File: config.mk
export PLATFORM = sky130hd
export DESIGN_NAME = telemetry_tx
export DESIGN_NICKNAME = d
export VERILOG_FILES = /design/src/rtl/drone_pkg.sv /design/src/rtl/uart_byte_tx.sv /design/src/rtl/telemetry_tx.sv
export SDC_FILE = /design/constraint.sdc
export NUM_CORES = 1
export LEC_CHECK = 0
export CELL_PAD_IN_SITES_DETAIL_PLACEMENT = 0
export CELL_PAD_IN_SITES_GLOBAL_PLACEMENT = 1
export CORE_MARGIN = 1
export CORE_UTILIZATION = 35
export CTS_BUF_LIST = sky130_fd_sc_hd__clkbuf_16
export CTS_CLUSTER_DIAMETER = 60
export DETAILED_ROUTE_END_ITERATION = 16
export PLACE_DENSITY = 0.81
export SYNTH_ARGS = -nofsm -noshare
export SYNTH_HDL_FRONTEND = slang
export SYNTH_HIERARCHICAL = 1
export SYNTH_SLANG_ARGS = --single-unit
File: constraint.sdc
create_clock -name clk -period 4.38 [get_ports clk]
set_clock_uncertainty 0.15 [all_clocks]
set_input_delay 0.438 -clock clk [delete_from_list [all_inputs] [get_ports clk]]
set_output_delay 0.438 -clock clk [all_outputs]
set_load 0.05 [all_outputs]
File: src/rtl/drone_pkg.sv
// Shared constants for the telemetry downlink: frame headers, length, byte count,
// FSM state type and baud divisor helper. TLM_SEQ_EN adds a sequence byte.
package drone_pkg;

  localparam logic [7:0] TLM_HDR0 = 8'hAA;
  localparam logic [7:0] TLM_HDR1 = 8'h55;

`ifdef TLM_SEQ_EN
  localparam logic [7:0] TLM_LEN = 8'h12;
  localparam int TLM_BYTES = 22;
`else
  localparam logic [7:0] TLM_LEN = 8'h11;
  localparam int TLM_BYTES = 21;
`endif

  // Payload = everything between LEN and CHK.
  localparam int TLM_PAY = TLM_BYTES - 4;

  typedef enum logic [2:0] {
    IDLE,
    LOAD,
    SEND,
    WAIT,
    DONE
  } tlm_state_t;

  function automatic int baud_div(input int clk_freq, input int baud);
    return (clk_freq + baud / 2) / baud;
  endfunction

endpackage

File: src/rtl/uart_byte_tx.sv
// 8N1 byte serializer: tx_start/tx_data in, tx_busy/TxD out.
// Each of start, 8 data (LSB first) and stop bit lasts DIV clocks.
module uart_byte_tx #(
  parameter int DIV = 434
) (
  input  logic       clk,
  input  logic       rst_n,
  input  logic       tx_start,
  input  logic [7:0] tx_data,
  output logic       tx_busy,
  output logic       TxD
);

  localparam int CW = $clog2(DIV);

  logic [CW-1:0] cnt;
  logic [3:0]    bitn;
  logic [7:0]    sh;

  // bitn: 0 = start, 1..8 = data, 9 = stop
  always_ff @(posedge clk or negedge rst_n) begin
    if (!rst_n) begin
      tx_busy <= 1'b0;
      TxD     <= 1'b1;
      cnt     <= '0;
      bitn    <= '0;
      sh      <= '0;
    end else if (!tx_busy) begin
      if (tx_start) begin
        tx_busy <= 1'b1;
        TxD     <= 1'b0;
        cnt     <= '0;
        bitn    <= '0;
        sh      <= tx_data;
      end
    end else if (cnt == CW'(DIV - 1)) begin
      cnt <= '0;
      if (bitn == 4'd9) begin
        tx_busy <= 1'b0;
      end else begin
        bitn <= bitn + 4'd1;
        TxD  <= (bitn == 4'd8) ? 1'b1 : sh[0];
        sh   <= {1'b0, sh[7:1]};
      end
    end else begin
      cnt <= cnt + CW'(1);
    end
  end

endmodule

File: src/rtl/telemetry_tx.sv
// UART telemetry framer: snapshots attitude + duties, sends AA 55 LEN payload CHK.
// Ports: clk, rst_n, tlm_valid/tlm_ready, pitch/roll/yaw, duty_1..4, TxD, frame_done, drop_cnt. Macro: TLM_SEQ_EN.
module telemetry_tx
  import drone_pkg::*;
#(
  parameter int CLK_FREQ = 50000000,
  parameter int BAUD     = 115200
) (
  input  logic        clk,
  input  logic        rst_n,
  input  logic        tlm_valid,
  output logic        tlm_ready,
  input  logic [23:0] pitch,
  input  logic [23:0] roll,
  input  logic [23:0] yaw,
  input  logic [15:0] duty_1,
  input  logic [15:0] duty_2,
  input  logic [15:0] duty_3,
  input  logic [15:0] duty_4,
  output logic        TxD,
  output logic        frame_done,
  output logic [7:0]  drop_cnt
);

  localparam int BAUD_DIV = baud_div(CLK_FREQ, BAUD);
  localparam int PAY_BITS = TLM_PAY * 8;
  localparam logic [4:0] LAST = 5'(TLM_BYTES - 1);

  tlm_state_t state, nxt;

  logic [4:0]          idx;
  logic [7:0]          chk;
  logic [PAY_BITS-1:0] snap;
  logic [PAY_BITS-1:0] pay_in;
  logic [7:0]          tx_byte;
  logic                tx_start;
  logic                tx_busy;
  logic                accept;
  logic                in_pay;
  logic                in_sum;

`ifdef TLM_SEQ_EN
  logic [7:0] seq;

  assign pay_in = {seq, pitch, roll, yaw,
                   duty_1, duty_2, duty_3, duty_4};

  always_ff @(posedge clk or negedge rst_n) begin
    if (!rst_n) seq <= '0;
    else if (state == DONE) seq <= seq + 8'd1;
  end
`else
  assign pay_in = {pitch, roll, yaw,
                   duty_1, duty_2, duty_3, duty_4};
`endif

  assign tlm_ready  = (state == IDLE);
  assign frame_done = (state == DONE);
  assign tx_start   = (state == SEND);
  assign accept     = tlm_valid && tlm_ready;
  assign in_pay     = (idx >= 5'd3) && (idx < LAST);
  assign in_sum     = (idx >= 5'd2) && (idx < LAST);

  always_ff @(posedge clk or negedge rst_n) begin
    if (!rst_n) state <= IDLE;
    else        state <= nxt;
  end

  always_comb begin
    nxt = state;
    unique case (state)
      IDLE: if (tlm_valid) nxt = LOAD;
      LOAD: nxt = SEND;
      SEND: nxt = WAIT;
      WAIT: if (!tx_busy) nxt = (idx == LAST) ? DONE : SEND;
      DONE: nxt = IDLE;
      default: nxt = IDLE;
    endcase
  end

  // Payload leaves from the top of snap; it shifts one byte per payload send.
  always_comb begin
    tx_byte = snap[PAY_BITS-1 -: 8];
    unique case (1'b1)
      idx == 5'd0: tx_byte = TLM_HDR0;
      idx == 5'd1: tx_byte = TLM_HDR1;
      idx == 5'd2: tx_byte = TLM_LEN;
      idx == LAST: tx_byte = chk;
      default:     tx_byte = snap[PAY_BITS-1 -: 8];
    endcase
  end

  always_ff @(posedge clk or negedge rst_n) begin
    if (!rst_n) begin
      idx  <= '0;
      chk  <= '0;
      snap <= '0;
    end else begin
      if (accept) snap <= pay_in;
      if (state == LOAD) begin
        idx <= '0;
        chk <= '0;
      end
      if (state == SEND) begin
        if (in_sum) chk <= chk + tx_byte;
        if (in_pay) snap <= snap << 8;
      end
      if (state == WAIT && !tx_busy) idx <= idx + 5'd1;
    end
  end

  always_ff @(posedge clk or negedge rst_n) begin
    if (!rst_n) begin
      drop_cnt <= '0;
    end else if (tlm_valid && !tlm_ready && drop_cnt != 8'hFF) begin
      drop_cnt <= drop_cnt + 8'd1;
    end
  end

  uart_byte_tx #(
    .DIV (BAUD_DIV)
  ) u_ser (
    .clk      (clk),
    .rst_n    (rst_n),
    .tx_start (tx_start),
    .tx_data  (tx_byte),
    .tx_busy  (tx_busy),
    .TxD      (TxD)
  );

endmodule

==> run summary <==
setup bufs post-CTS = 0
TritonRoute pass-1 iters = 4
commonest cells after routing, fill and taps aside = nand2_1, dfrtp_1, clkdlybuf4s50_1, nor2_1, a31oi_1
post-layout min period = 3380 ps
HP Class = in2async
number of buffers created by CTS = 17
fin nets = 1324
synthesized flop and latch total = 183
vias = 7722
number of flops mapped to enable cells by yosys = 0
critical path's slowest cell = dfrtp_1
relative slew slack = 0.332
Setup CP Type = reg2reg
Final Hold Viols = 1
WL met1 = 11.6 mm
IO Count = 150
Hold Slack = -3.74 ps
Post-Syn Nets = 1217
Mapped Cells = 1060
Synth top area share = 0.500
setup violators final = 0
port bufs = 149
CTS max path bufs = 2
CTS H-tree lvls = 4
Die X = 163 um
Via density = 5.11
vias in the first global route = 7643
root buffer cell = clkbuf_16
Leak = 4.85 nW
Crit path required time = 4520 ps
commonest non-fill, non-tap cell in the layout = nand2_1
Max Slew Vio Count = 0
synthesized area = 9110 um2
CP bufs+invs = 1
total gr overflow = 0
failing checks = hold timing
clk_lat worst skew = 440 ps
Post-CTS Hold Fix Bufs = 0
diode count = 0
Max IR drop VDD = 0.309 mV
DRC viols = 0
clock-pin slew on the worst setup and hold paths = 70 ps
core region area = 25300 um2
top sig layer = met4
crit end category = register
setup_tns = 0 ps
layout cells sized above 1 = 0.0542
P per Cell Area = 591 nW/um2
Tot Pwr = 6.73 mW
post_cts resized = 0
Primary FF master, synth = dfrtp_1
largest net degree at the start of global routing = 119
Overall Global Routing Usage = 0.184
cell taking the most area after synthesis = dfrtp_1
Routed Antenna Nets = 0
YS warnings = 6
standard-cell row count = 58
Syn Area/Cell = 8.60 um2
CTS tree = done
synth unique cells = 57
status = complete, but fails checks
CTS Sinks = 183
synth top area cells = dfrtp_1, nand2_1, a31oi_1
delay-heaviest family, CP = compound AO/OA/AOI/OAI gates
RSZ-0062 raised after global routing = no
DIE AREA = 26700 um2
register area share after synthesis = 0.503
RD Place Congestion = 0.818
Worst setup SP type = register
Starting Density = 0.360
CP Cell Sequence = inv_1 -> ha_1 -> nor4b_2 -> nor2_1 -> a221o_1 -> ha_1 -> fa_1 -> a21o_1 -> a21oi_1 -> o21ai_0 -> xnor2_1 -> o21ai_0
drt wl/cell = 15.6 um
fraction of registers with async set/reset = 1.00
Area Overhead vs Synth = 25.0%
met3 WL post-DR = 1.03 mm
Die Ht = 163 um
Total Routed Length = 23.6 mm
first-pass GRT wire length = 39.0 mm
total of max-cap violations = 0
Slew @ Worst Pin = 998 ps
Max Fclk = 0.296 GHz
Worst path max stage delay = 460 ps
final period utilization = 0.771
1st-iter DRT viols = 503
metal2 WL = 10.7 mm
DP HPWL = 15.6 mm
initial antenna violation count = 0
Max FO, Critical Path = 8
Critical Path AT = 3520 ps
-- Yosys cell counts, types with 3 or more instances --
library cell / n
xor2_1: 5
dfrtp_1: 182
and3_1: 5
o22ai_1: 7
buf_4: 3
nor3b_1: 3
nand4_1: 10
nor3_1: 10
nor2_1: 143
a21o_1: 5
inv_1: 21
and2_1: 6
o311ai_0: 3
xnor2_1: 9
ha_1: 17
a31oi_1: 131
a21oi_1: 19
a221o_1: 7
nand2_1: 301
nor2b_1: 4
or4_1: 3
a221oi_1: 7
buf_2: 29
buf_6: 7
o21ai_0: 30
nand3_1: 19
clkbuf_1: 28
o211ai_1: 8
mux2_2: 7
-- path summary, 6_finish.rpt --
check	startpoint	end	slack, ps	depth (start not counted)
max	idx[0]$_DFFE_PN0P_	chk[6]$_DFF_PN0_	1000	12
min	rst_n	drop_cnt[0]$_DFFE_PN0P_	-4	1
max reg2reg	idx[0]$_DFFE_PN0P_	chk[6]$_DFF_PN0_	1000	12
min reg2reg	drop_cnt[7]$_DFFE_PN0P_	drop_cnt[7]$_DFFE_PN0P_	360	1
max in group asynchronous	rst_n	snap[45]$_DFF_PN0_	3160	2
min in group clk	drop_cnt[7]$_DFFE_PN0P_	drop_cnt[7]$_DFFE_PN0P_	360	1
-- flip-flops by register name, indices dropped and copies added (netlist names) --
signal and count:
drop_cnt 8, chk 8, snap 136, state 3, u_ser/TxD 1, u_ser/cnt 9, u_ser/sh 8, idx 5
u_ser/bitn 4, u_ser/tx_busy 1
-- cells by family after synthesis --
group,Yosys count,share of synthesized area
buffers and inverters,93,0.0511
DFF,183,0.503
adders and majority gates,18,0.0255
AOI/OAI and AO/OA,228,0.162
xor gates and xnor gates,14,0.0135
and+or+nand+nor,517,0.236
muxes,7,0.00865
-- layer usage --
layer,global-route usage,vias to the layer above
met5,0,-
met4,0.0472,0
met3,0.0391,17
met2,0.284,155
met1,0.261,3691
li1,-,3859
-- power breakdown --
group	internal [mW]	total (mW)	switching [mW]
Clock	0.866	1.61	0.739
Combinational	1.04	2.15	1.11
Sequential	2.42	2.98	0.558
-- final cells by class --
type                       count  area (um2)
inverter                      22        82.6
tap                          330         413
fill                        2452       13900
clock inverter                15         184
sequential                   183        4580
clock buffer                  17         425
multi-input combinational    784        4080
timing repair buffer         159        1620
-- stage by stage --
| step | area [um2] | hold slack, ps | instances | setup slack, ps | util |
|---|---|---|---|---|---|
| global route | 11400 | 85.8 | 1510 | 650 | 0.450 |
| floorplan | 9110 | -7.59 | 1060 | 1300 | - |
| finish | 11400 | -3.74 | 1510 | 1000 | 0.450 |
| CTS | 11400 | 52.3 | 1510 | 1010 | 0.450 |
| global placement | 10800 | 332 | 1478 | 1150 | 0.426 |
| detailed placement | 10800 | 348 | 1478 | 1030 | 0.426 |
(Power assumes the default switching activity.)
